File: src/rtl/lpc_cycle_streamer.sv
// Captures LPC cycle records into a FIFO and replays each one as a 5-byte
// frame (sync byte + 4 record bytes, MSB first) on a valid/ready byte stream.
module lpc_cycle_streamer #(
  parameter int          DEPTH     = 16,
  parameter logic [7:0]  SYNC_BYTE = 8'hA5
) (
  input  logic                       clk_i,
  input  logic                       rst_i,
  input  logic [31:0]                lpc_tdata_i,
  input  logic                       lpc_ready_i,
  input  logic                       flush_i,
  input  logic                       clr_ovf_i,
  output logic [7:0]                 m_data_o,
  output logic                       m_valid_o,
  input  logic                       m_ready_i,
  output logic [$clog2(DEPTH):0]     level_o,
  output logic [7:0]                 ovf_cnt_o,
  output logic                       ovf_o
);
  localparam int AW = $clog2(DEPTH);
  localparam int LW = AW + 1;

  typedef enum logic [2:0] {IDLE, HDR, B3, B2, B1, B0} state_t;

  state_t          state_q, state_d;
  logic            ready_q;
  logic [31:0]     mem_q [DEPTH];
  logic [AW-1:0]   wr_q, rd_q;
  logic [LW-1:0]   level_q, level_d;
  logic [31:0]     shreg_q;
  logic [7:0]      ovf_cnt_q;
  logic            ovf_q;

  logic push, full, pop, acc, drop;

  assign push = lpc_ready_i & ~ready_q;
  assign full = (level_q == LW'(DEPTH));
  assign pop  = (state_q == IDLE) && (level_q != '0) && !flush_i;
  // A full FIFO still takes the record when the head leaves on the same edge.
  assign acc  = push && !flush_i && (!full || pop);
  assign drop = push && !flush_i && full && !pop;

  always_comb begin
    state_d = state_q;
    case (state_q)
      IDLE:    if (pop)       state_d = HDR;
      HDR:     if (m_ready_i) state_d = B3;
      B3:      if (m_ready_i) state_d = B2;
      B2:      if (m_ready_i) state_d = B1;
      B1:      if (m_ready_i) state_d = B0;
      B0:      if (m_ready_i) state_d = IDLE;
      default:                state_d = IDLE;
    endcase
  end

  always_comb begin
    level_d = level_q;
    if (flush_i) level_d = '0;
    else begin
      case ({acc, pop})
        2'b10:   level_d = level_q + LW'(1);
        2'b01:   level_d = level_q - LW'(1);
        default: level_d = level_q;
      endcase
    end
  end

  always_comb begin
    m_data_o = 8'h00;
    case (state_q)
      HDR:     m_data_o = SYNC_BYTE;
      B3:      m_data_o = shreg_q[31:24];
      B2:      m_data_o = shreg_q[23:16];
      B1:      m_data_o = shreg_q[15:8];
      B0:      m_data_o = shreg_q[7:0];
      default: m_data_o = 8'h00;
    endcase
  end

  // Valid is a decode of the state register only, so m_ready_i never reaches it.
  assign m_valid_o = (state_q != IDLE);
  assign level_o   = level_q;
  assign ovf_cnt_o = ovf_cnt_q;
  assign ovf_o     = ovf_q;

  always_ff @(posedge clk_i) begin
    if (acc) mem_q[wr_q] <= lpc_tdata_i;
  end

  always_ff @(posedge clk_i or posedge rst_i) begin
    if (rst_i) begin
      state_q   <= IDLE;
      ready_q   <= 1'b0;
      wr_q      <= '0;
      rd_q      <= '0;
      level_q   <= '0;
      shreg_q   <= '0;
      ovf_cnt_q <= '0;
      ovf_q     <= 1'b0;
    end else begin
      state_q <= state_d;
      ready_q <= lpc_ready_i;
      level_q <= level_d;
      if (flush_i) begin
        wr_q <= '0;
        rd_q <= '0;
      end else begin
        if (acc) wr_q <= wr_q + AW'(1);
        if (pop) rd_q <= rd_q + AW'(1);
      end
      if (pop) shreg_q <= mem_q[rd_q];
      if (clr_ovf_i) begin
        ovf_cnt_q <= '0;
        ovf_q     <= 1'b0;
      end else if (drop) begin
        ovf_q <= 1'b1;
        if (ovf_cnt_q != 8'hFF) ovf_cnt_q <= ovf_cnt_q + 8'd1;
      end
    end
  end
endmodule

File: config.mk
export PLATFORM = sky130hd
export DESIGN_NAME = lpc_cycle_streamer
export DESIGN_NICKNAME = d
export VERILOG_FILES = /design/src/rtl/lpc_cycle_streamer.sv
export SDC_FILE = /design/constraint.sdc
export NUM_CORES = 1
export LEC_CHECK = 0
export ABC_AREA = 1
export CAP_MARGIN = 20
export CORE_MARGIN = 5
export CORE_UTILIZATION = 38
export DETAILED_ROUTE_END_ITERATION = 16
export PLACE_DENSITY = 0.5
export SYNTH_ARGS = -nofsm -noshare
export SYNTH_HDL_FRONTEND = slang
export SYNTH_SLANG_ARGS = --single-unit
File: constraint.sdc
create_clock -name clk_i -period 6.8 [get_ports clk_i]
set_clock_uncertainty 0.2 [all_clocks]
set_input_delay 1.02 -clock clk_i [delete_from_list [all_inputs] [get_ports clk_i]]
set_output_delay 1.02 -clock clk_i [all_outputs]
set_load 0.01 [all_outputs]
Yosys cells after proc, flatten, opt, wreduce, memory -nomap -nowiden
Memories as Yosys holds them, arrays and structs flattened. A register that Yosys moved wholly into a read port is not among the register bits.
Index checks and enable logic that the tools add are counted.
- output and inout port bits: 23
- bits in read-only memories: 0
- register bits after elaboration: 26
- word-level logic and storage cells: 71
- latch bits: 0
- RAM bits: 512
- memories kept: 1
- divide/modulo/power cells: 0
- equality and inequality tests: 15
- muxes and demuxes: 21
- multiply operators: 0
- reductions and logical operators: 20
- bitwise logic cells: 2
- $lt $le $gt $ge: 0
- shift-type cells: 0
- $add $sub $neg: 5
- memories (name ; words ; width ; read ports ; clocked after Yosys merged registers in ; write ports ; RTL line ; source):
    mem_q ; 16 ; 32 ; 1 ; 1 ; 1 ; 27 ; logic [31:0] mem_q [DEPTH];
- operator list (cell ; count):
    $pmux 8 s5 ; 1
    $mux 8 ; 3
    $mux 3 ; 6
    $pmux 3 s6 ; 1
    $mux 4 ; 4
    $ne 2x2->1 const B ; 6
    $pmux 5 s2 ; 1
    $add 4x1->4 const B ; 2
    $add 8x1->8 const B ; 1
    $ne 8x8->1 const B ; 1
    $reduce_bool 2->1 ; 4
    $eq 3x2->1 const B ; 2
    $eq 3x3->1 const B ; 2
    $logic_and 1x1->1 ; 6
    $reduce_and 6->1 ; 1
    $reduce_bool 3->1 ; 2
    $add 5x1->5 const B ; 1
    $eq 5x5->1 const B ; 1
    $mux 5 ; 1
    $reduce_bool 5->1 ; 1
    $sub 5x1->5 const B ; 1
    $mux 1 ; 4
    $eq 3x1->1 const B ; 1
    $logic_not 1->1 ; 3
    other kinds (7) ; 7

Logic depth before layout (Yosys ltp)
- depth in word-level cells: 8
- mapped depth: 13
- gate-level depth less buffers: 13

Worst setup path after synthesis
Ideal clock, no wire load.
- kind: input to register
- from: input port flush_i
- to: memory mem_q[0][0], enable pin
- stages on the path: 7
- path slack: 3.140 ns
- data required time: 6.179 ns
- arrival time: 3.039 ns
- path buffers: 0
- cell sequence: inv_1 -> nand2_1 -> inv_1 -> nand2_1 -> clkinv_2 -> nand2_1 -> nor2_1
- longest elaborated chain between the ends: 6
- elaborated cells between the ends (all ways): 7
- classes of those cells: mux: 2; reduce/logical: 5
- RTL lines (element ; RTL line ; source):
    start, declared ; 11 ; input logic flush_i,
    $logic_not 1->1 (*) ; 38, 40 ;
    $logic_and 1x1->1 ; 38 ; assign pop = (state_q == IDLE) && (level_q != '0) && !flush_i;
    $logic_or 1x1->1 ; 40 ; assign acc = push && !flush_i && (!full || pop);
    $logic_and 1x1->1 (*) ; 40 ;
    $mux 1 (*) ; 87 ; if (acc) mem_q[wr_q] <= lpc_tdata_i;
    $mux 1 (not written as such) (*) ; 87 ;
    end, declared ; 27 ;
Mark *: on every way between the ends. The rest lies on a longest branch, timed or not.

Worst setup path after layout
- from: register state_q[2]
- to: output port m_data_o[5]
- longest elaborated chain between the ends: 2
- elaborated cells between the ends (all ways): 6
- classes of those cells: eq/ne: 5; mux: 1
- RTL lines (element ; RTL line ; source):
    start, declared ; 25 ; state_t state_q, state_d;
    start signal, assigned ; 101 ; state_q <= state_d;
    $eq 3x3->1, or another cell as far along ; 70 ; case (state_q)
    $pmux 8 s5 (*) ; 70 ;
    end, declared ; 13 ; output logic [7:0] m_data_o,
Marked as above.

==> results.md <==
* Outcome: complete, no violations
* Sequential power share at 42.9%
* Synth Instances at 2071
* Final setup TNS at 0 ps
* Largest family of logic cells by synthesized area: simple AND/OR/NAND/NOR gates
* Largest net degree at the start of global routing at 158
* Comb power frac at 24.3%
* Number of global-route vias before repair at 14.6k
* Sink Count at 570
* Synthesized area at 23500 um^2
* Critical R2R Capture: shreg_q[5]
* First-pass GRT wire length at 95.8 mm
* Initial antenna violation count at 1
* # diodes at 0
* CP required at 5580 ps
* Reg2Reg Depth at 10
* Peak supply drop at 0.200 mV
* Total Wirelength at 64.2 mm
* Yosys Warn Count at 0
* Post-synth net total at 2119
* H-tree depth at 2
* DRC Markers at 0
* CTS root buffer: clkbuf_16
* # hold bufs at CTS at 0
* CP max FO at 8
* Leak at 9.85 nW
* XOR/XNOR share of the synthesized area at 0.261%
* Slew margin rel. at 28.0%
* RR Startpoint: rd_q[0]
* Clk_lat worst skew at 610 ps
* Post-synth EDFFs at 512
* R2R Setup Slk at 3230 ps
* CP arrival at 2800 ps
* Hold worst-path end: shreg_q[10]
* NetSw at 3.09 mW
* Compound-Gate Fraction of Synth Area at 1.23%
* GPL Wtd Cong at 0.847
* Hold Vio Cnt, Final at 0
* Num CTS Buffers at 59
* Commonest non-fill, non-tap cell in the layout: nand2_1
* Cell Int Power at 6.43 mW
* DR pass1 iterations at 5
* Post_cts resized at 0
* Post-synthesis simple-gate area fraction at 22.9%
* DR WL/cell at 21.8 um
* Clk buf depth at 3
* Post-route ant nets at 0
* RSZ-0062 raised after global routing: false
* Post-synth ARST share at 10.2%
* Critical path launch point type: register
* Final min period at 4020 ps
* Die W at 259 um
* Setup violations, final at 0
* Area grow syn2layout at 13.9%
* Final Power at 9.51 mW
* Sequential area share after synthesis at 71.7%
* Mux share of post-synthesis cell area at 0%
* CTS tree: yes
* DR vias/cell at 5.22
* Seq cells post-synth at 570
* Max-slew violations at 0
* Dpl hpwl at 37.9 mm
* Period utilisation layout at 59.1%
* GRT Total Usage at 18.8%
* Die ar. at 66900 um^2
* Fillers at 5746
* Die height at 259 um
* Max-Cap Viols at 0
* Main synth FF type: edfxtp_1
* Ports at 61
* Most frequent cells in the layout: nand2_1, edfxtp_1, nand3_1
* CP Capture Type: primary output
* # Post-CTS Setup Buffers at 0
* Netlist cell types at 37
* Worst min-delay path category: register to register
* Crit path kind: register to primary output
* PortBufs at 60
* Min-delay src: shreg_q[10]
* GR Overflow Total at 0
* Share of layout cells above drive strength 1 at 6.19%
* Core area at 61500 um^2
* FP Rows at 91
* Vias at 15.3k
* Worst-Margin Slew at 1080 ps
* PD cells at 356 nW/um^2
* Initial cell density of the core at 38.2%
* Reg clk slew, reported paths at 60 ps
* Clock network power share at 32.8%
* Worst hold path depth at 2
* Synthesized area per cell at 11.3 um^2
* FMAX at 249 MHz
* Adder-cell share of the synthesized area at 0.565%
* 1st-iter DRT viols at 1458
* Layout Nets at 2151
* Sw Share at 32.5%
sequential cells by signal, summed over array words and instances, names as in the netlist:
| register | flops |
|---|---|
| wr_q | 4 |
| level_o | 5 |
| rd_q | 4 |
| shreg_q | 32 |
| mem_q | 512 |
| ovf_o | 1 |
| ovf_cnt_o | 8 |
| ready_q | 1 |
| state_q | 3 |
layout make-up:
type / count / area, um^2 / area share [%]
sequential: 570 / 16800 / 62.9
multi-input combinational: 1340 / 5970 / 22.3
clock buffer: 74 / 1580 / 5.89
tap: 790 / 988 / 3.69
timing repair buffer: 85 / 938 / 3.51
clock inverter: 31 / 256 / 0.959
inverter: 47 / 188 / 0.702
worst max-delay path by stage:
| stage | from | to | cells after the start |
|---|---|---|---|
| 2_1_floorplan | flush_i | mem_q[0][0] | 7 |
| 3_3_place_gp | flush_i | mem_q[2][8] | 8 |
| 3_5_place_dp | flush_i | mem_q[1][17] | 8 |
| 4_1_cts | state_q[2] | m_data_o[0] | 4 |
| 5_1_grt | state_q[2] | m_data_o[7] | 4 |
| 6_report | state_q[2] | m_data_o[5] | 4 |
Yosys cell counts (8+ instances only):
library cell	count	area, um^2
a21oi_1	8	40.0
buf_1	9	33.8
buf_2	60	300
buf_4	28	210
clkbuf_1	14	52.6
dfrtp_1	58	1450
edfxtp_1	512	15400
ha_1	9	113
inv_1	39	146
nand2_1	809	3040
nand3_1	410	2050
nor2_1	40	150
o21ai_0	24	120
stage by stage:
| step | cells | worst slack, ps | instance area, um^2 | hold WS (ps) | utilization (%) |
|---|---|---|---|---|---|
| after floorplan | 2071 | 3140 | 23500 | 249 | - |
| after global placement | 2821 | 2220 | 24700 | 269 | 40.2 |
| after detailed placement | 2826 | 2230 | 24800 | 268 | 40.3 |
| after CTS | 2931 | 2740 | 26600 | 283 | 43.3 |
| after global routing | 2937 | 2520 | 26800 | 299 | 43.5 |
| final | 2937 | 2780 | 26800 | 282 | 43.5 |
worst max-delay path, stage by stage (launching register included):
cell and delay, ps:
dfrtp_1 460, nor3_1 780, a22oi_1 240, o2111ai_1 140
clkdlybuf4s50_1 570
routing by layer:
metal  wire (um)  global-route usage, %  up-vias
met5           0                      0        -
met4        1060                   3.66        0
met3        4090                   4.04       80
met2       28300                   28.0      391
met1       30700                   28.9     7634
li1            -                      -     7221
power groups by stage:
stage | logic, mW | clock network [mW] | registers, mW
global placement | 2.30 | 0 | 4.15
global route | 2.60 | 3.34 | 4.10
CTS | 2.32 | 3.20 | 4.08
floorplan | 1.62 | 0 | 4.08
finish | 2.31 | 3.12 | 4.09
detailed placement | 2.31 | 0 | 4.16
cell families after synthesis:
family | count (synthesis)
buffers and inverters | 161
DFF | 570
AOI/OAI and AO/OA | 49
and+or+nand+nor | 1274
adders and majority gates | 10
xor gates and xnor gates | 7
Note: power is estimated with default switching activity, not from simulation.
